`src/rtl/alu_pkg.sv`:
```
// Shared widths and opcode encoding for the 8-bit ALU.
// Imported by the combinational core and the registered wrapper.
package alu_pkg;

  localparam int DATA_W = 8;
  localparam int RES_W  = 16;
  localparam int SEL_W  = 4;

  typedef enum logic [SEL_W-1:0] {
    OP_ADD = 4'd0,
    OP_SUB = 4'd1,
    OP_AND = 4'd2,
    OP_OR  = 4'd3,
    OP_XOR = 4'd4,
    OP_SHL = 4'd5,
    OP_SHR = 4'd6,
    OP_MUL = 4'd7,
    OP_SLT = 4'd8,
    OP_EQ  = 4'd9
  } alu_op_e;

endpackage

```
`src/rtl/alu_8bit_core.sv`:
```
// Combinational ALU datapath: result plus Z/N/C/V flags.
// Opcodes 10..15 produce a zero result with clear C/V.
module alu_8bit_core
  import alu_pkg::*;
(
  input  logic [DATA_W-1:0] A,
  input  logic [DATA_W-1:0] B,
  input  logic [SEL_W-1:0]  ALU_Sel,
  output logic [RES_W-1:0]  Y,
  output logic              Z,
  output logic              N,
  output logic              C,
  output logic              V
);

  logic [DATA_W:0]   w_sum;
  logic [DATA_W:0]   w_diff;
  logic [RES_W-1:0]  w_prod;
  logic              w_lt;

  assign w_sum  = {1'b0, A} + {1'b0, B};
  assign w_diff = {1'b0, A} - {1'b0, B};
  assign w_prod = {8'h00, A} * {8'h00, B};
  assign w_lt   = $signed(A) < $signed(B);

  always_comb begin
    Y = '0;
    C = 1'b0;
    V = 1'b0;
    case (ALU_Sel)
      OP_ADD: begin
        Y = {8'h00, w_sum[7:0]};
        C = w_sum[8];
        V = ~(A[7] ^ B[7]) & (A[7] ^ w_sum[7]);
      end
      OP_SUB: begin
        Y = {8'h00, w_diff[7:0]};
        C = w_diff[8];
        V = (A[7] ^ B[7]) & (A[7] ^ w_diff[7]);
      end
      OP_AND: Y = {8'h00, A & B};
      OP_OR:  Y = {8'h00, A | B};
      OP_XOR: Y = {8'h00, A ^ B};
      OP_SHL: Y = {8'h00, A[6:0], 1'b0};
      OP_SHR: Y = {8'h00, 1'b0, A[7:1]};
      OP_MUL: Y = w_prod;
      OP_SLT: Y = {15'd0, w_lt};
      OP_EQ:  Y = {15'd0, A == B};
      default: Y = '0;
    endcase
  end

  // N follows the 16-bit result, so only MUL can set it
  assign Z = (Y == '0);
  assign N = Y[RES_W-1];

endmodule

```
`src/rtl/alu_8bit.sv`:
```
// 8-bit ALU execute unit: combinational core plus one output register.
// Results and flags appear one clock after operands are applied.
module alu_8bit
  import alu_pkg::*;
(
  input  logic              clk,
  input  logic              rst,
  input  logic [DATA_W-1:0] A,
  input  logic [DATA_W-1:0] B,
  input  logic [SEL_W-1:0]  ALU_Sel,
  output logic [RES_W-1:0]  Y,
  output logic              Z,
  output logic              N,
  output logic              C,
  output logic              V
);

  logic [RES_W-1:0] w_y;
  logic             w_z;
  logic             w_n;
  logic             w_c;
  logic             w_v;

  logic [RES_W-1:0] r_y;
  logic             r_z;
  logic             r_n;
  logic             r_c;
  logic             r_v;

  alu_8bit_core u_core (
    .A       (A),
    .B       (B),
    .ALU_Sel (ALU_Sel),
    .Y       (w_y),
    .Z       (w_z),
    .N       (w_n),
    .C       (w_c),
    .V       (w_v)
  );

  always_ff @(posedge clk or posedge rst) begin
    if (rst) begin
      r_y <= '0;
      r_z <= 1'b0;
      r_n <= 1'b0;
      r_c <= 1'b0;
      r_v <= 1'b0;
    end else begin
      r_y <= w_y;
      r_z <= w_z;
      r_n <= w_n;
      r_c <= w_c;
      r_v <= w_v;
    end
  end

  assign Y = r_y;
  assign Z = r_z;
  assign N = r_n;
  assign C = r_c;
  assign V = r_v;

endmodule

```
`config.mk`:
```
export PLATFORM = sky130hd
export DESIGN_NAME = alu_8bit
export DESIGN_NICKNAME = d
export VERILOG_FILES = /design/src/rtl/alu_pkg.sv /design/src/rtl/alu_8bit_core.sv /design/src/rtl/alu_8bit.sv
export SDC_FILE = /design/constraint.sdc
export NUM_CORES = 1
export LEC_CHECK = 0
export ABC_AREA = 1
export CAP_MARGIN = 20
export CORE_UTILIZATION = 54
export DETAILED_ROUTE_END_ITERATION = 16
export PLACE_DENSITY_LB_ADDON = 0.25
export SETUP_SLACK_MARGIN = 0.5
export SLEW_MARGIN = 40
export SYNTH_ARGS = -nofsm -noshare
export SYNTH_HDL_FRONTEND = slang
export SYNTH_SLANG_ARGS = --single-unit
export TNS_END_PERCENT = 50
```
`constraint.sdc`:
```
create_clock -name clk -period 0.8 [get_ports clk]
set_input_delay 0.16 -clock clk [delete_from_list [all_inputs] [get_ports clk]]
set_output_delay 0.16 -clock clk [all_outputs]
set_load 0.01 [all_outputs]
```
==> results of run 1 <==
cell families after synthesis:
logic type	share of synthesized area
and+or+nand+nor	0.334
buffers and inverters	0.184
adders and majority gates	0.335
AOI/OAI and AO/OA	0.0374
DFF	0.105
xor gates and xnor gates	0.00388
synth_stat cells:
cell type	instances
buf_4	1
nand3b_1	3
ha_1	60
nand4_1	9
xor2_1	2
buf_6	1
nor2_4	2
nand2_1	217
or2_2	2
nor3_1	3
clkbuf_1	16
and2_1	1
buf_2	6
dfrtp_1	19
nor2_2	3
o31ai_1	1
nand2_2	4
nand3_1	67
inv_2	4
o21bai_1	1
inv_1	188
o41ai_1	1
o211ai_1	2
a21oi_1	14
nor2_1	48
fa_1	38
o21ai_0	12
routing by layer:
metal,track usage,overflow
met3,0.479,1
met2,0.906,5
met4,0.690,2
met5,0.128,0
met1,0.679,0
metrics by stage:
stage	util	setup WS, ns
4_1_cts	0.877	-2.83
3_5_place_dp	0.781	-3.57
2_1_floorplan	-	-2.72
3_3_place_gp	0.781	-3.46
repair_timing:
item                                    CTS
endpoints found under the setup margin   58
setup buffers                            25
resized for setup                       316
pin swaps                                72
==> run_results.csv, run 1 <==
group,metric,value,unit
clock_tree,cts_made_buffers,3,
outcome,first-error,"[ERROR GRT-0232] Routing congestion too high. Check the congestion heatmap in the GUI.",
logic_synthesis,yosys_warnings,0,
logic_synthesis,yosysSeqAreaShare,0.105,
die,initial_utilization,0.572,
logic_synthesis,ys_types,27,
clock_tree,cts_buffer_depth,2,
logic_synthesis,syn-num-nets,845,
die,pin_count,42,
die,die-width,93.4,um
global_routing,grt_max_degree,20,
placed_design,dpl.cell_count,971,
logic_synthesis,synth_top_cell_by_area,"nand2_1",
placed_design,dp_hpwl,11900,um
logic_synthesis,ys_ff_latch,19,
placed_design,port_buffers,41,
clock_tree,cts_root_buf,"clkbuf_8",
clock_tree,cts-hold-fix-buffers,0,
global_routing,grt_usage,0.687,
die,num_rows,32,
logic_synthesis,netlist.area_leader.share,0.181,
logic_synthesis,synth_area_per_cell,6.22,um^2
global_routing,overflow,8,
placed_design,place_congestion,0.936,
placed_design,placed_cell_area,6160,um^2
clock_tree,h-tree-depth,1,
logic_synthesis,syn_inst,725,
outcome,outcome,"stopped before the end",
timing,postGrtWorstEndpoint,"Z$_DFF_PP0_/D",
logic_synthesis,syn-cell-area,4510,um^2
die,die_h,93.4,um
logic_synthesis,post_synth_main_area_contributors,"nand2_1 (18%), fa_1 (17%), ha_1 (17%)",
timing,worst-ep-kind,"register data pin",
clock_tree,cts_sinks,19,
outcome,lastStage,"5_1_grt",
==> run 2, diff against run 1 <==
- CORE_UTILIZATION: 54 -> 40
- PLACE_DENSITY_LB_ADDON: 0.25 -> 0.15
- SETUP_SLACK_MARGIN: 0.5 -> default
- clock period: 0.8 -> 1 ns (I/O delays scaled with it)
==> run 2 against run 1 <==
- the flow now finishes, with violations (negative setup slack)
- area after synthesis did not move
- synthesized cell count did not move
==> run_results.csv, run 2 <==
group,metric,value,unit
outcome,outcome,"finished with violations",
outcome,violations,"negative setup slack",
die,die_area,11700,um^2
pwr,power_density,1330,nW/um^2
global_routing,grt_pass1_vias,5048,
setup_path,crit_chain,"buf_8 > buf_6 > nand2_2 > inv_2 > fa_1 > fa_1 > fa_1 > inv_2 > fa_1 > inv_2 > ha_4 > nand2_4 > inv_2 > nand2_2 > nand2_2 > inv_2 > nand2_2 > nor2_1 > nand3b_1 > nand2_1 > nor2_1 > nand2_1 > nor2_1",
logic_synthesis,synth_edf_count,0,
timing,fin_crit,3.69,ns
pwr,peakVddDrop,1.26,mV
routing,ant_nets,0,
logic_synthesis,synth_top_cell_by_area,"nand2_1",
setup_path,crit_type,"input port to register",
routing,wire_per_inst,14.1,um
logic_synthesis,syn_inst,725,
logic_synthesis,syn-num-nets,845,
clock_tree,cts-hold-fix-buffers,0,
logic_synthesis,ys_ff_latch,19,
setup_path,cp.required,1.18,ns
clock_tree,cts_sinks,19,
global_routing,overflow,0,
timing,rsz0062_at_grt,"yes",
setup_path,cp_slowest_cell,"fa_1",
setup_path,crit_family,"adder cells",
die,pin_count,42,
logic_synthesis,yosys_warnings,0,
logic_synthesis,yosysMostFrequentCell,"nand2_1",
finish,drive_gt1_frac,0.400,
die,die_h,108,um
finish,layout_commonest_cell,"nand2_1",
pwr,power.total,9080,uW
timing,post-route-worst-setup-slack,-2.69,ns
placed_design,port_buffers,41,
timing,hold_viol_final,0,
routing,drt_iter0_drc,190,
global_routing,grt_usage,0.263,
die,core_area,10900,um^2
finish,diodes,0,
timing,setup_tns,-37.07,ns
setup_path,cpMostUsedCell,"inv_2",
logic_synthesis,netlist.area_leader.share,0.181,
clock_tree,cts_made_buffers,3,
finish,fin_nets,1014,
global_routing,grt_max_degree,20,
finish,num-fill-cells,1017,
global_routing,antenna_found_initial,0,
setup_path,cp_slowest_stage_delay,0.53,ns
logic_synthesis,syn-cell-area,4510,um^2
pwr,leakage,0.00410,uW
job,max-cap-violations,0,
clock_tree,cts_tree,"done",
logic_synthesis,postSynth.asyncResetShare,1.00,
timing,setup_viol,19,
routing,drc_errors,0,
clock_tree,h-tree-depth,1,
clock_tree,cts_buffer_depth,2,
finish,regArea,475,um^2
finish,multi_input_area,3850,um^2
global_routing,grt_pass1_wl,23800,um
logic_synthesis,ys_types,27,
finish,largest_reg_flops,15,
clock_tree,cts_root_buf,"clkbuf_16",
routing,vias,4895,
logic_synthesis,synth_area_per_cell,6.22,um^2
setup_path,arrival,3.88,ns
hold_path,hp-class,"input port to asynchronous set/reset pin",
timing,final_max_slew_viol_count,0,
setup_path,worst_setup_path_end_kind,"register",
die,initial_utilization,0.413,
routing,first_pass_iters,4,
logic_synthesis,synth-main-ff-cell,"dfrtp_1",
placed_design,place_congestion,0.936,
placed_design,place_ws,-3.42,ns
placed_design,dp_hpwl,11800,um
timing,worstMarginPinSlew,0.399,ns
logic_synthesis,post_synth_main_area_contributors,"nand2_1 (18%), fa_1 (17%), ha_1 (17%)",
setup_path,path_max_fanout,5,
clock_tree,clk_pin_slew,0.05,ns
timing,max-slew-margin-rel,0.734,
die,die-width,108,um
logic_synthesis,yosysSeqAreaShare,0.105,
timing,period_share,3.69,
routing,via_per_inst,4.74,
logic_synthesis,yosys-top-cells-count,"nand2_1 (217), inv_1 (188), nand3_1 (67)",
setup_path,worstPathBufferInverterCount,7,
timing,fmax,271,MHz
routing,wl,14600,um
finish,final_cell_mix,"nand2_1 (170), inv_1 (151), buf_4 (123), nand3_1 (49)",
die,num_rows,38,
setup_path,crit_path_start_kind,"input port",
finish,layout-area-overhead-vs-synth,51.5,%
## run 2: cell counts after synthesis
Identical to the previous run, type by type.
## run 2: kinds of logic after synthesis
family | Yosys count | synth area share
xor gates and xnor gates | 2 | 0.00388
buffers and inverters | 216 | 0.184
AOI/OAI and AO/OA | 31 | 0.0374
adders and majority gates | 98 | 0.335
and+or+nand+nor | 359 | 0.334
DFF | 19 | 0.105
## run 2: timing repair
| item | in CTS | in global routing |
|---|---|---|
| pin swaps | 71 | 46 |
| buffers inserted | 16 | 4 |
| gates resized for setup | 286 | 59 |
| setup endpoints to repair | 39 | 19 |
## run 2: final timing paths
| check | cells past startpoint | to | startpoint | slack [ns] |
|---|---|---|---|---|
| worst max-delay path | 23 | Z | A[2] | -2.69 |
| worst min-delay path | 3 | Y[10] | rst | 0.27 |
| max in group asynchronous | 3 | Y[7] | rst | 0.60 |
| min in group clk | 4 | V | A[7] | 0.52 |
## run 2: report_power, final
part	total [uW]	switching (uW)	internal, uW
Clock	824	282	542
Sequential	869	20.2	849
Combinational	7380	4040	3340
## run 2: layer usage
layer / track usage / up-vias / part of all wire / wire length, um
li1: - / 2483 / - / -
met1: 0.311 / 2309 / 0.43 / 6270
met2: 0.502 / 74 / 0.52 / 7600
met3: 0.0259 / 29 / 0.020 / 297
met4: 0.0656 / 0 / 0.027 / 389
met5: 0 / - / 0 / 0
## run 2: worst min-delay path: cells and delay by family
family	cells	cell delay, ns
buffers and inverters	3	0.66
## run 2: area by class of cell
type / instances / share of cell area
Multi-Input combinational cell: 490 / 0.564
Timing Repair Buffer: 188 / 0.224
Inverter: 192 / 0.105
Sequential cell: 19 / 0.0695
Tap cell: 140 / 0.0256
Clock buffer: 4 / 0.0115
## run 2: through the flow
step | utilization | instances | hold WS [ns] | area (um^2)
global placement | 0.562 | 1016 | 0.530 | 6150
detailed placement | 0.562 | 1016 | 0.540 | 6150
global route | 0.625 | 1033 | 0.288 | 6840
CTS | 0.609 | 1031 | 0.281 | 6660
floorplan | - | 725 | 0.151 | 4820
finish | 0.625 | 1033 | 0.271 | 6840
Note: power is estimated with default switching activity, not from simulation.
==> run 3, diff against run 2 <==
- HOLD_SLACK_MARGIN: default -> 0.05
- PLACE_DENSITY_LB_ADDON: 0.15 -> default
==> run 3 against run 2 <==
- the flow still finishes with violations (negative setup slack)
- global-route usage fell by 0.47 points
- worst setup slack got worse by 0.0064 ns
- flip-flop and latch count did not move
- count of clock-buffer cells in the layout fell by 1
- total power rose by 3.0%
- clock power rose by 1%
- non-clock buffer count rose by 4
- critical path type unchanged
- first-iteration DRC count fell by 10%
- fmax fell by 0.17%
- critical path depth rose by 1
- hold slack got worse by 0.0092 ns
- utilization barely moved
==> run_results.csv, run 3 (synthesized netlist as in run 2, its figures left out) <==
group,metric,value,unit
timing,holdWs,0.261,ns
setup_path,crit_type,"input port to register",
job,max-cap-violations,0,
placed_design,placed_cell_area,6120,um^2
die,core_area,10900,um^2
setup_path,worst_setup_path_end_kind,"register",
finish,num-fill-cells,997,
timing,period_share,3.70,
routing,drc_errors,0,
outcome,outcome,"finished with violations",
outcome,violations,"negative setup slack",
setup_path,cp_slowest_stage_delay,0.55,ns
clock_tree,cts_made_buffers,3,
global_routing,grt_pass1_vias,5063,
routing,wl,14300,um
finish,regArea,475,um^2
timing,rsz0062_at_grt,"yes",
timing,hold_viol_final,0,
routing,vias,4995,
finish,largest_reg_flops,15,
finish,fin_area,6830,um^2
global_routing,grt_usage,0.258,
routing,via_per_inst,4.82,
routing,drt_iter0_drc,171,
finish,fin_nets,1018,
placed_design,place_congestion,0.919,
global_routing,overflow,0,
pwr,leakage,0.00412,uW
timing,final_max_slew_viol_count,0,
setup_path,cp_slowest_cell,"fa_1",
routing,ant_nets,0,
setup_path,worstSetupStartpoint,"A[3]",
die,pin_count,42,
pwr,power_density,1370,nW/um^2
setup_path,cp.required,1.19,ns
finish,multi_input_area,3870,um^2
finish,diodes,0,
finish,layout_commonest_cell,"nand2_1",
routing,first_pass_iters,4,
finish,final_cell_mix,"nand2_1 (174), inv_1 (154), buf_4 (131), nand3_1 (47), ha_1 (39)",
pwr,power.total,9350,uW
die,die_area,11700,um^2
timing,max-slew-margin-rel,0.786,
setup_path,crit_chain,"buf_8 > buf_6 > buf_6 > nand2_2 > inv_2 > fa_1 > fa_1 > fa_1 > inv_2 > fa_1 > inv_2 > ha_4 > nand2_4 > inv_2 > nand2_2 > nand2_2 > inv_2 > nand2_2 > nor2_1 > nand3b_1 > nand2_1 > nor2_2 > nand2_1 > nor2_1",
setup_path,crit_path_start_kind,"input port",
setup_path,path_max_fanout,4,
hold_path,hp-class,"input port to asynchronous set/reset pin",
global_routing,antenna_found_initial,0,
setup_path,cpMostUsedCell,"inv_2",
clock_tree,h-tree-depth,1,
global_routing,grt_max_degree,20,
die,initial_utilization,0.413,
die,die_h,108,um
placed_design,port_buffers,41,
die,die-width,108,um
die,num_rows,38,
pwr,peakVddDrop,1.71,mV
clock_tree,cts_buffer_depth,2,
setup_path,arrival,3.89,ns
clock_tree,clk_pin_slew,0.06,ns
placed_design,dp_hpwl,11600,um
finish,drive_gt1_frac,0.390,
routing,wire_per_inst,13.8,um
clock_tree,cts_tree,"done",
timing,setup_viol,19,
timing,fmax,270,MHz
clock_tree,cts_sinks,19,
timing,fin_crit,3.70,ns
timing,post-route-worst-setup-slack,-2.70,ns
finish,layout-area-overhead-vs-synth,51.4,%
timing,worstMarginPinSlew,0.320,ns
clock_tree,cts_root_buf,"clkbuf_16",
global_routing,grt_pass1_wl,23700,um
==> run 3: changes by cell type in the layout (fill, tap and decap cells not counted), sizes merged <==
cell	previous run	this run
buf	181	187
clkbuf	4	3
clkdlybuf4s15	2	0
clkdlybuf4s50	4	3
clkinv	0	1
dlygate4sd2	0	2
dlymetal6s2s	1	0
==> run 3: layout make-up <==
type,instances,area share
inverters,192,0.105
well taps,140,0.0256
flip-flops and latches,19,0.0696
clock inverters,1,0.000732
repair buffers,192,0.222
multi-input cells,490,0.566
clock buffers,3,0.0110
==> run 3: stage by stage <==
step,setup WS (ns),std cells,util,TNS (ns)
global route,-2.88,1037,0.625,-39.02
global placement,-3.42,1014,0.560,-51.94
detailed placement,-3.47,1014,0.560,-52.69
floorplan,-2.55,725,-,-34.11
finish,-2.70,1037,0.625,-36.78
CTS,-2.75,1038,0.613,-37.99
==> run 3: final timing paths <==
| path | to | slack (ns) |
|---|---|---|
| max in group asynchronous | Y[14] | 0.61 |
| min | Y[4] | 0.26 |
| max | Z | -2.70 |
| min in group clk | Y[1] | 0.61 |
==> run 3: per-layer routing <==
metal / vias to the layer above / part of all wire / track usage
li1: 2488 / - / -
met1: 2389 / 0.41 / 0.297
met2: 92 / 0.53 / 0.501
met3: 26 / 0.032 / 0.0319
met4: 0 / 0.024 / 0.0577
met5: - / 0 / 0
==> run 3: worst max-delay path: cells and delay by family <==
| family | cells | cell delay [ns] |
|---|---|---|
| adders and majority gates | 5 | 2.23 |
| and+or+nand+nor | 11 | 0.93 |
| buffers and inverters | 8 | 0.55 |
==> run 3: repair_timing <==
item                                    in CTS  in global routing
setup buffers                               23                  2
hold buffers                                 0                  0
endpoints found under the setup margin      39                 19
hold endpoints to repair                     0                  0
resized for setup                          285                 50
pin swaps                                   73                 34
==> run 3: power breakdown <==
group,internal [uW],switching [uW]
sequential,849,20.6
combinational,3470,4180
clock,536,296
total,4860,4490
